===== config.mk =====
export PLATFORM = sky130hd
export DESIGN_NAME = lfsr_pio
export DESIGN_NICKNAME = d
export VERILOG_FILES = /design/src/rtl/lfsr_pkg.sv /design/src/rtl/lfsr_channel.sv /design/src/rtl/lfsr_pio.sv
export SDC_FILE = /design/constraint.sdc
export NUM_CORES = 1
export LEC_CHECK = 0
export CAP_MARGIN = 20
export CORE_ASPECT_RATIO = 1.2
export CORE_MARGIN = 4
export CORE_UTILIZATION = 61
export DETAILED_ROUTE_END_ITERATION = 12
export GPL_TIMING_DRIVEN = 0
export PLACE_DENSITY = 0.81
export SYNTH_ARGS = -nofsm -noshare
export SYNTH_HDL_FRONTEND = slang
export SYNTH_SLANG_ARGS = --single-unit

===== constraint.sdc =====
create_clock -name clk -period 2.23 [get_ports clk]
set_input_delay 0.3345 -clock clk [delete_from_list [all_inputs] [get_ports clk]]
set_output_delay 0.3345 -clock clk [all_outputs]
set_load 0.01 [all_outputs]

===== src/rtl/lfsr_pkg.sv =====
// Shared definitions for the LFSR peripheral: register map, CTRL bit
// positions, global register addresses and the Galois step function.
package lfsr_pkg;

    // Register index inside a channel block; byte offset is index * 4.
    typedef enum logic [1:0] {
        REG_STATE = 2'd0,   // +0x0 RW
        REG_TAPS  = 2'd1,   // +0x4 RW
        REG_CTRL  = 2'd2,   // +0x8 RW
        REG_COUNT = 2'd3    // +0xC RO
    } reg_sel_e;

    // Byte stride between channel register blocks.
    localparam int CHAN_STRIDE = 16;

    // CTRL bit positions.
    localparam int CTRL_RUN    = 0;
    localparam int CTRL_REQ_EN = 1;
    localparam int CTRL_STUCK  = 2;

    // Global registers (region-relative byte addresses, only [11:2] decoded).
    localparam logic [11:0] ADDR_STEP   = 12'h100;
    localparam logic [11:0] ADDR_STATUS = 12'h104;

    // STATUS layout: bit 0 is the synchronised request level,
    // per-channel STUCK flags start at this bit.
    localparam int STATUS_STUCK_LSB = 8;

    // Galois tap mask loaded at reset.
    localparam logic [31:0] DEFAULT_TAPS_C = 32'h0000_B400;

    // One right-shifting Galois step on a zero-extended state, masked to
    // the channel width. The all-zero fix-up is left to the caller.
    function automatic logic [31:0] galois_next(input logic [31:0] state,
                                                input logic [31:0] taps,
                                                input logic [31:0] mask);
        logic [31:0] nxt;
        nxt = (state >> 1) ^ (state[0] ? taps : 32'h0);
        return nxt & mask;
    endfunction

endpackage


===== src/rtl/lfsr_channel.sv =====
// One LFSR channel: state register, step counter and sticky STUCK flag.
// A load always beats a step in the same cycle.
module lfsr_channel
    import lfsr_pkg::*;
#(
    parameter int WIDTH = 16
) (
    input  logic             clk,
    input  logic             reset,      // asynchronous, active low
    input  logic             load,
    input  logic [WIDTH-1:0] load_val,
    input  logic [WIDTH-1:0] taps,
    input  logic             step,
    input  logic             stuck_clr,
    output logic [WIDTH-1:0] state,
    output logic [31:0]      count,
    output logic             stuck
);

    localparam logic [31:0]      MASK = (WIDTH == 32) ? 32'hFFFF_FFFF
                                                      : ((32'd1 << WIDTH) - 32'd1);
    localparam logic [WIDTH-1:0] ONE  = 1;

    logic [WIDTH-1:0] state_q, state_d;
    logic [31:0]      count_q, count_d;
    logic             stuck_q, stuck_d;
    logic [31:0]      step_raw;
    logic [WIDTH-1:0] step_val;

    // Next-state: load, step, or hold; a zero result is forced to 1 and flagged.
    always_comb begin
        step_raw = galois_next(32'(state_q), 32'(taps), MASK);
        step_val = step_raw[WIDTH-1:0];
        state_d  = state_q;
        count_d  = count_q;
        // A new stuck event in the same cycle as a clear wins over the clear.
        stuck_d  = stuck_q & ~stuck_clr;
        if (load) begin
            count_d = '0;
            if (load_val == '0) begin
                state_d = ONE;
                stuck_d = 1'b1;
            end else begin
                state_d = load_val;
            end
        end else if (step) begin
            count_d = count_q + 32'd1;
            if (step_val == '0) begin
                state_d = ONE;
                stuck_d = 1'b1;
            end else begin
                state_d = step_val;
            end
        end
    end

    // Channel registers.
    always_ff @(posedge clk or negedge reset) begin
        if (!reset) begin
            state_q <= ONE;
            count_q <= '0;
            stuck_q <= 1'b0;
        end else begin
            state_q <= state_d;
            count_q <= count_d;
            stuck_q <= stuck_d;
        end
    end

    assign state = state_q;
    assign count = count_q;
    assign stuck = stuck_q;

endmodule


===== src/rtl/lfsr_pio.sv =====
// Bank of CHANNELS Galois LFSRs behind a simple memory-mapped register
// port, with an external asynchronous step request.
//
// Bus timing: there is no handshake. A write is accepted on every rising
// edge where we=1. Read data is produced every cycle: rd after an edge holds
// the register addressed during the previous cycle, as it was before any
// write on that same edge.
module lfsr_pio
    import lfsr_pkg::*;
#(
    parameter int          CHANNELS     = 4,
    parameter int          WIDTH        = 16,
    parameter logic [31:0] DEFAULT_TAPS = DEFAULT_TAPS_C
) (
    input  logic                clk,
    input  logic                reset,      // asynchronous, active low
    input  logic                we,
    input  logic [31:0]         addr,
    input  logic [31:0]         wd,
    output logic [31:0]         rd,
    input  logic                request,
    output logic [CHANNELS-1:0] lfsr_bit
);

    logic [WIDTH-1:0]    taps_q [CHANNELS];
    logic [CHANNELS-1:0] run_q, req_en_q;
    logic                req_s1_q, req_s2_q, req_s3_q;
    logic [31:0]         rd_q, rd_d;

    logic [WIDTH-1:0]    state_w [CHANNELS];
    logic [31:0]         count_w [CHANNELS];
    logic [CHANNELS-1:0] stuck_w;

    logic [CHANNELS-1:0] chan_sel, load, taps_wr, ctrl_wr, stuck_clr, step;
    logic                in_chan_region, step_wr, status_sel, req_edge;
    reg_sel_e            reg_sel;

    // Address bits outside [11:2] and unused data bits are intentionally ignored.
    logic unused_bits;
    assign unused_bits = ^{addr[31:12], addr[1:0], wd};

    // Address decode and per-channel step/write strobes.
    always_comb begin
        in_chan_region = (addr[11:8] == 4'h0);
        reg_sel        = reg_sel_e'(addr[3:2]);
        step_wr        = we && (addr[11:2] == ADDR_STEP[11:2]);
        status_sel     = (addr[11:2] == ADDR_STATUS[11:2]);
        req_edge       = req_s2_q & ~req_s3_q;
        for (int c = 0; c < CHANNELS; c++) begin
            chan_sel[c]  = in_chan_region && (addr[7:4] == c[3:0]);
            load[c]      = we && chan_sel[c] && (reg_sel == REG_STATE);
            taps_wr[c]   = we && chan_sel[c] && (reg_sel == REG_TAPS);
            ctrl_wr[c]   = we && chan_sel[c] && (reg_sel == REG_CTRL);
            stuck_clr[c] = ctrl_wr[c] && wd[CTRL_STUCK];
            step[c]      = run_q[c] | (step_wr & wd[c]) | (req_en_q[c] & req_edge);
        end
    end

    // TAPS/CTRL registers and the request synchroniser with edge-detect flop.
    always_ff @(posedge clk or negedge reset) begin
        if (!reset) begin
            for (int c = 0; c < CHANNELS; c++) begin
                taps_q[c] <= DEFAULT_TAPS[WIDTH-1:0];
            end
            run_q    <= '0;
            req_en_q <= '0;
            req_s1_q <= 1'b0;
            req_s2_q <= 1'b0;
            req_s3_q <= 1'b0;
        end else begin
            req_s1_q <= request;
            req_s2_q <= req_s1_q;
            req_s3_q <= req_s2_q;
            for (int c = 0; c < CHANNELS; c++) begin
                if (taps_wr[c]) begin
                    taps_q[c] <= wd[WIDTH-1:0];
                end
                if (ctrl_wr[c]) begin
                    run_q[c]    <= wd[CTRL_RUN];
                    req_en_q[c] <= wd[CTRL_REQ_EN];
                end
            end
        end
    end

    // Channel instances.
    for (genvar g = 0; g < CHANNELS; g++) begin : g_chan
        lfsr_channel #(.WIDTH(WIDTH)) u_chan (
            .clk       (clk),
            .reset     (reset),
            .load      (load[g]),
            .load_val  (wd[WIDTH-1:0]),
            .taps      (taps_q[g]),
            .step      (step[g]),
            .stuck_clr (stuck_clr[g]),
            .state     (state_w[g]),
            .count     (count_w[g]),
            .stuck     (stuck_w[g])
        );
        assign lfsr_bit[g] = state_w[g][0];
    end

    // Read mux over pre-edge register values; unmapped space reads 0.
    always_comb begin
        rd_d = '0;
        if (status_sel) begin
            rd_d[0]                            = req_s2_q;
            rd_d[STATUS_STUCK_LSB +: CHANNELS] = stuck_w;
        end
        for (int c = 0; c < CHANNELS; c++) begin
            if (chan_sel[c]) begin
                case (reg_sel)
                    REG_STATE: rd_d[WIDTH-1:0] = state_w[c];
                    REG_TAPS:  rd_d[WIDTH-1:0] = taps_q[c];
                    REG_CTRL: begin
                        rd_d[CTRL_RUN]    = run_q[c];
                        rd_d[CTRL_REQ_EN] = req_en_q[c];
                        rd_d[CTRL_STUCK]  = stuck_w[c];
                    end
                    default:   rd_d = count_w[c];
                endcase
            end
        end
    end

    // Registered read data.
    always_ff @(posedge clk or negedge reset) begin
        if (!reset) begin
            rd_q <= '0;
        end else begin
            rd_q <= rd_d;
        end
    end

    assign rd = rd_q;

endmodule


## After elaboration in Yosys (flattened, before gate mapping)

Index checks and enable logic that the tools add are counted.
W data, S select, Z words.

| word-level totals | value |
|---|---|
| input port bits | 68 |
| word-level logic and storage cells | 166 |
| register bits after elaboration | 303 |
| output and inout port bits | 36 |

| cells by class | value |
|---|---|
| multiplexer cells | 59 |
| equal/unequal tests | 7 |
| add/sub/neg operators | 4 |
| bitwise gates (word level) | 30 |
| reduce and logical (&&, ||, !) cells | 38 |

Operators with widths:

| kind | number |
|---|---|
| $mux W32 | 12 |
| $mux W16 | 21 |
| $pmux W13 S3 | 4 |
| $add A32 B1 Y32 const B | 4 |
| $logic_not A16 Y1 | 5 |
| $xor A15 B16 Y16 | 4 |
| $pmux W3 S3 | 4 |
| $logic_and A1 B1 Y1 | 25 |
| $eq A10 B7 Y1 const B | 2 |
| $mux W1 | 17 |
| $and A1 B1 Y1 | 13 |
| $eq A4 B2 Y1 const B | 2 |
| $logic_not A4 Y1 | 2 |
| $or A1 B1 Y1 | 8 |
| $reduce_bool A2 Y1 | 4 |
| $not A1 Y1 | 5 |
| $eq A4 B1 Y1 const B | 1 |
| $mux W4 | 1 |
| $reduce_or A3 Y1 | 1 |
| $eq A2 B1 Y1 const B | 1 |
| $eq A2 B2 Y1 const B | 1 |
| $logic_not A2 Y1 | 1 |

## Longest topological paths before layout

| depth | value |
|---|---|
| depth in word-level cells | 10 |
| depth in mapped cells | 9 |
| mapped depth without buffers | 7 |

## Hierarchy

A second synthesis with hierarchy kept.

| unflattened totals | value |
|---|---|
| cell total of the unflattened synthesis | 1910 |
| area total of the unflattened synthesis | 17966.0 sq um |

Modules (own cells, without submodules):

| module | times used | seq. area each (sq um) | area each (sq um) | cells an instance |
|---|---|---|---|---|
| lfsr_channel | 4 | 1227.4 | 2952.8 | 353 |
| lfsr_pio | 1 | 2697.6 | 6154.7 | 498 |

## Worst setup path after synthesis

OpenSTA, ideal clock, no wires.

| timing path | value |
|---|---|
| path type | input port to flip-flop |
| from | input port addr[9] |
| to | register taps_q[54] (netlist bit) |
| data required time | 2105 ps |
| buffers on the path | 1 |
| setup time | 125 ps |
| stages on the path | 6 |
| path slack | 42 ps |
| arrival | 2063 ps |
| path through | or4_4 or3_4 nor3_4 nand2_4 buf_6 mux2_4 |

| on the way | value |
|---|---|
| cells in the longest elaborated chain, start to end | 4 |

RTL lines:

| what | RTL line | text |
|---|---|---|
| start, declared | lfsr_pio.sv:18 | `input logic [31:0] addr,` |
| $logic_not A4 Y1 | lfsr_pio.sv:44 | `in_chan_region = (addr[11:8] == 4'h0);` |
| $logic_and A1 B1 Y1 | lfsr_pio.sv:50 | `chan_sel[c] = in_chan_region && (addr[7:4] == c[3:0]);` |
| $logic_and A1 B1 Y1 (2 in series) | lfsr_pio.sv:52 | `taps_wr[c] = we && chan_sel[c] && (reg_sel == REG_TAPS);` |
| end signal, assigned by index | lfsr_pio.sv:63 | `taps_q[c] <= DEFAULT_TAPS[WIDTH-1:0];` |
| end signal, assigned by index | lfsr_pio.sv:76 | `taps_q[c] <= wd[WIDTH-1:0];` |
| end, declared | lfsr_pio.sv:25 | `logic [WIDTH-1:0] taps_q [CHANNELS];` |

Every way passes these cells.
A chain may end at the register's enable or synchronous reset.

## Worst setup path after layout

| timing path | value |
|---|---|
| from | input port addr[10] |
| to | register rd_q[13], in the netlist rd[13] |

| on the way | value |
|---|---|
| cells in the longest elaborated chain, start to end | 9 |
| elaborated cells between the ends (all ways) | 12 |
| classes of those cells | mux: 7; reduce/logical: 5 |

RTL lines:

| what | RTL line | text |
|---|---|---|
| $logic_not A4 Y1 * | lfsr_pio.sv:44 |  |
| $logic_and A1 B1 Y1 | lfsr_pio.sv:50 |  |
| $mux W32 | lfsr_pio.sv:111 | `if (chan_sel[c]) begin` |
| $pmux W13 S3 | lfsr_pio.sv:112 | `case (reg_sel)` |
| $mux W32 | lfsr_pio.sv:111 |  |
| $pmux W13 S3 | lfsr_pio.sv:112 |  |
| $mux W32 | lfsr_pio.sv:111 |  |
| $pmux W13 S3 | lfsr_pio.sv:112 |  |
| $mux W32 * | lfsr_pio.sv:111 |  |
| named net rd_d[13] | lfsr_pio.sv:28 | `logic [31:0] rd_q, rd_d;` |
| end signal, assigned | lfsr_pio.sv:131 | `rd_q <= rd_d;` |
| end, declared | lfsr_pio.sv:28 |  |

The timed path passes the listed nets; every way through them passes the cells marked *.

==> results.cfg <==
[status]
outcome = finished, violations left
violations = setup timing

[sta]
max-slew-margin-rel_pct = 37.6
min_period_ns = 2.25
setup_violations = 1
setup_tns_ns = -0.0164
grt_setup_unrepaired = yes
slew_violations = 0
finalHoldViolCount = 0
tightest_slew_ns = 0.937
fmax_ghz = 0.445
clock_skew_ns = 0.0137
setup_slack_ns = -0.0164
timing.final.crit_share_pct = 101

[synthesis]
synth_top_family_by_area = simple AND/OR/NAND/NOR gates
ys_async_sr_fraction_pct = 100
syn_inst = 1870
ys.flop_type = dfrtp_1
ys_ff_latch = 303
synth_compound_area_share_pct = 13.8
synth_edf_count = 0
yosys.area_share.simple_pct = 19.1
yosys.area_share.adder_pct = 0.281
synth_fp_nets = 1942
synth_area_per_cell_um2 = 9.52
synth-xor-area-share_pct = 9.01
synth_seq_area_share_pct = 42.7
ys_warn_count = 0
syn-cell-area_mm2 = 0.0178
muxShareOfSynthArea_pct = 10.6
yosys.cell_types.count = 71

[critical_path]
arrival_ns = 2.69
rrSetupSlack_ns = 0.02
startpoint_type = primary input
r2r_cells = 6
critical_path_peak_fanout = 9
endpoint_kind = register
r2r-start = g_chan[1].u_chan.count[10]
timing.rr.end = g_chan[1].u_chan.count[30]
required_ns = 2.67
crit_type = in2reg

[final_layout]
layout-drive-gt1-share_pct = 21.6
diodes = 0
area_growth_pct = 16.5
final_cells = 2394
nNetsFinal = 2056
utilization_pct = 72.1
fin_area_mm2 = 0.0207

[power_and_ir_drop]
p_switching_uw = 3870
pwr-share-seq_pct = 44.1
internal_power_uw = 9960
p_per_area_mw_per_mm2 = 667
swShare_pct = 28.0
clkPwrFrac_pct = 42.2
peakVddDrop_uv = 644
leakagePower_uw = 0.00874
comb_power_share_pct = 13.7

[hold_path]
min-delay-start = wd[8]
hold_path_depth = 3
hp-class = in2reg
holdPathEnd = g_chan[3].u_chan.state[8]

[place]
dp_hpwl_um = 42800
pre_cts_ws_ns = -1.52
dp.cells = 2308
port_buffers = 51
gp_congestion = 1.04
placed_area_mm2 = 0.0189

[detailed_routing]
wire_per_inst_um = 25.6
drtPass1Iterations = 9
num_vias = 16300
ant_nets = 0
wirelength_um = 61200
vias_per_cell = 6.82
drc = 0
detail_route.iter0.violations = 2017

[clock_tree]
clkSinkCount = 303
clk_latency_ns = 0.53
cts_htree_levels = 2
cts_tree = yes
cts_root_buf = clkbuf_16
clkTransAtPathRegs_ns = 0.06
clock_path_buffers = 3
cts_buffers = 34

[floorplanning]
die_w_um = 164
floorplan.io_pins = 104
die_height_um = 195
core_area_mm2 = 0.0288
row_count = 68
dieArea_mm2 = 0.0320
initial_core_util_pct = 61.9

[run]
cap_viol_max_count = 0

[grt]
grt_use_met1_pct = 48.5
grt_pass1_vias = 15900
grt_overflow = 0
grtUsageMet2_pct = 60.0
antenna_found_initial = 3
grt.busiest_layer = met2
use_met3_pct = 7.09
grt_use_total_pct = 38.0
grt_pass1_wl_um = 93300
grt_max_degree = 123
==> layer usage <==
layer | routed length [um] | vias to the layer above
met1 | 22300 | 8029
met2 | 28200 | 1065
met5 | 12 | -
met3 | 6010 | 268
met4 | 4780 | 2
li1 | - | 6969
==> worst max-delay path by stage <==
stage,to,slack [ns],cells past startpoint,startpoint
finish,rd[13],-0.02,8,addr[10]
global route,g_chan[1].u_chan.count[26],-0.04,6,g_chan[1].u_chan.count[10]
CTS,taps_q[30],0.0009,9,addr[9]
detailed placement,rd[8],-1.52,8,addr[2]
global placement,g_chan[2].u_chan.state[10],-12.17,1,reset
floorplan,taps_q[54],0.04,6,addr[9]
==> flip-flops by register name (all words and copies together), names as in the netlist <==
name and cells:
g_chan.u_chan.count 128, g_chan.u_chan.state 64, taps_q 64, rd 32, g_chan.u_chan.stuck 4, req_en_q 4
run_q 4, req_s1_q 1, req_s2_q 1, req_s3_q 1
==> area by class of cell <==
cell class	count	area [um2]
Sequential cell	303	7610
Inverter	19	71.3
Buffer	147	848
Timing Repair Buffer	82	791
Clock buffer	49	998
Clock inverter	12	156
Tap cell	385	482
Multi-Input combinational cell	1397	9790
Fill cell	2157	8020
==> through the flow <==
| step | hold slack [ns] | power, uW |
|---|---|---|
| finish | 0.172 | 13800 |
| global route | 0.181 | 14200 |
| CTS | 0.157 | 13800 |
| detailed placement | 0.335 | 7930 |
| global placement | 0.335 | 7880 |
| floorplan | 0.0389 | 7190 |
==> power by group through the flow <==
stage	registers (uW)	logic, uW	clock network (uW)
final	6110	1890	5830
after floorplan	6060	1130	0
after detailed placement	6180	1760	0
after CTS	6090	1800	5870
after global placement	6170	1710	0
after global routing	6130	2020	6080
==> kinds of logic after synthesis <==
| kind of cell | Yosys count |
|---|---|
| muxes | 146 |
| DFF | 303 |
| AOI/OAI and AO/OA | 378 |
| and+or+nand+nor | 686 |
| buffers and inverters | 170 |
| xor gates and xnor gates | 183 |
| adders and majority gates | 4 |
==> cells in the final DEF, fill, tap and decap left out, drive strengths merged, types with 44 or more instances in the layout <==
cell type and count:
xnor2 75, nand3 58, a22oi 44, o22ai 48, mux2 123, nor3 72, xor2 108, clkbuf 135
nand2 183, o21ai 91, a21oi 84, nor2 198, buf 93, dfrtp 283
==> cell usage after synthesis (all sizes together) (7+ instances only) <==
library cell	n	area, um2
a221o	16	160
a21o	8	60.1
and3	27	169
nor2	198	748
a21oi	84	420
mux4	19	428
inv	19	71.3
clkbuf	79	297
mux2	123	1420
nor3	72	383
nand2b	7	43.8
buf	72	414
nor4b	7	86.3
nor4	25	163
or3	17	111
nand3	58	290
and4	14	123
a222oi	9	90.1
nand2	183	702
and2	8	50.1
a221oi	13	114
dfrtp	283	7080
nand4	28	175
nand4b	21	184
a22oi	44	330
xnor2	75	657
dfstp	20	526
o22ai	48	300
o21ai	91	455
o21a	20	150
xor2	108	946
==> worst max-delay path, cell delays in order <==
cell           delay (ns)
dlygate4sd2_1        0.31
or4_4                0.55
or3_4                0.47
or3_4                0.35
buf_6                0.16
o22ai_2              0.22
nor2_1               0.12
o22ai_1              0.18
==> repair_timing <==
action / in CTS / in global routing
hold buffers: 1 / 0
resized for setup: 110 / 85
pin swaps: 7 / 15
setup endpoints to repair: 276 / 209
setup buffers: 16 / 12
hold endpoints to repair: 89 / 0
Power figures use the tool's default switching activity.
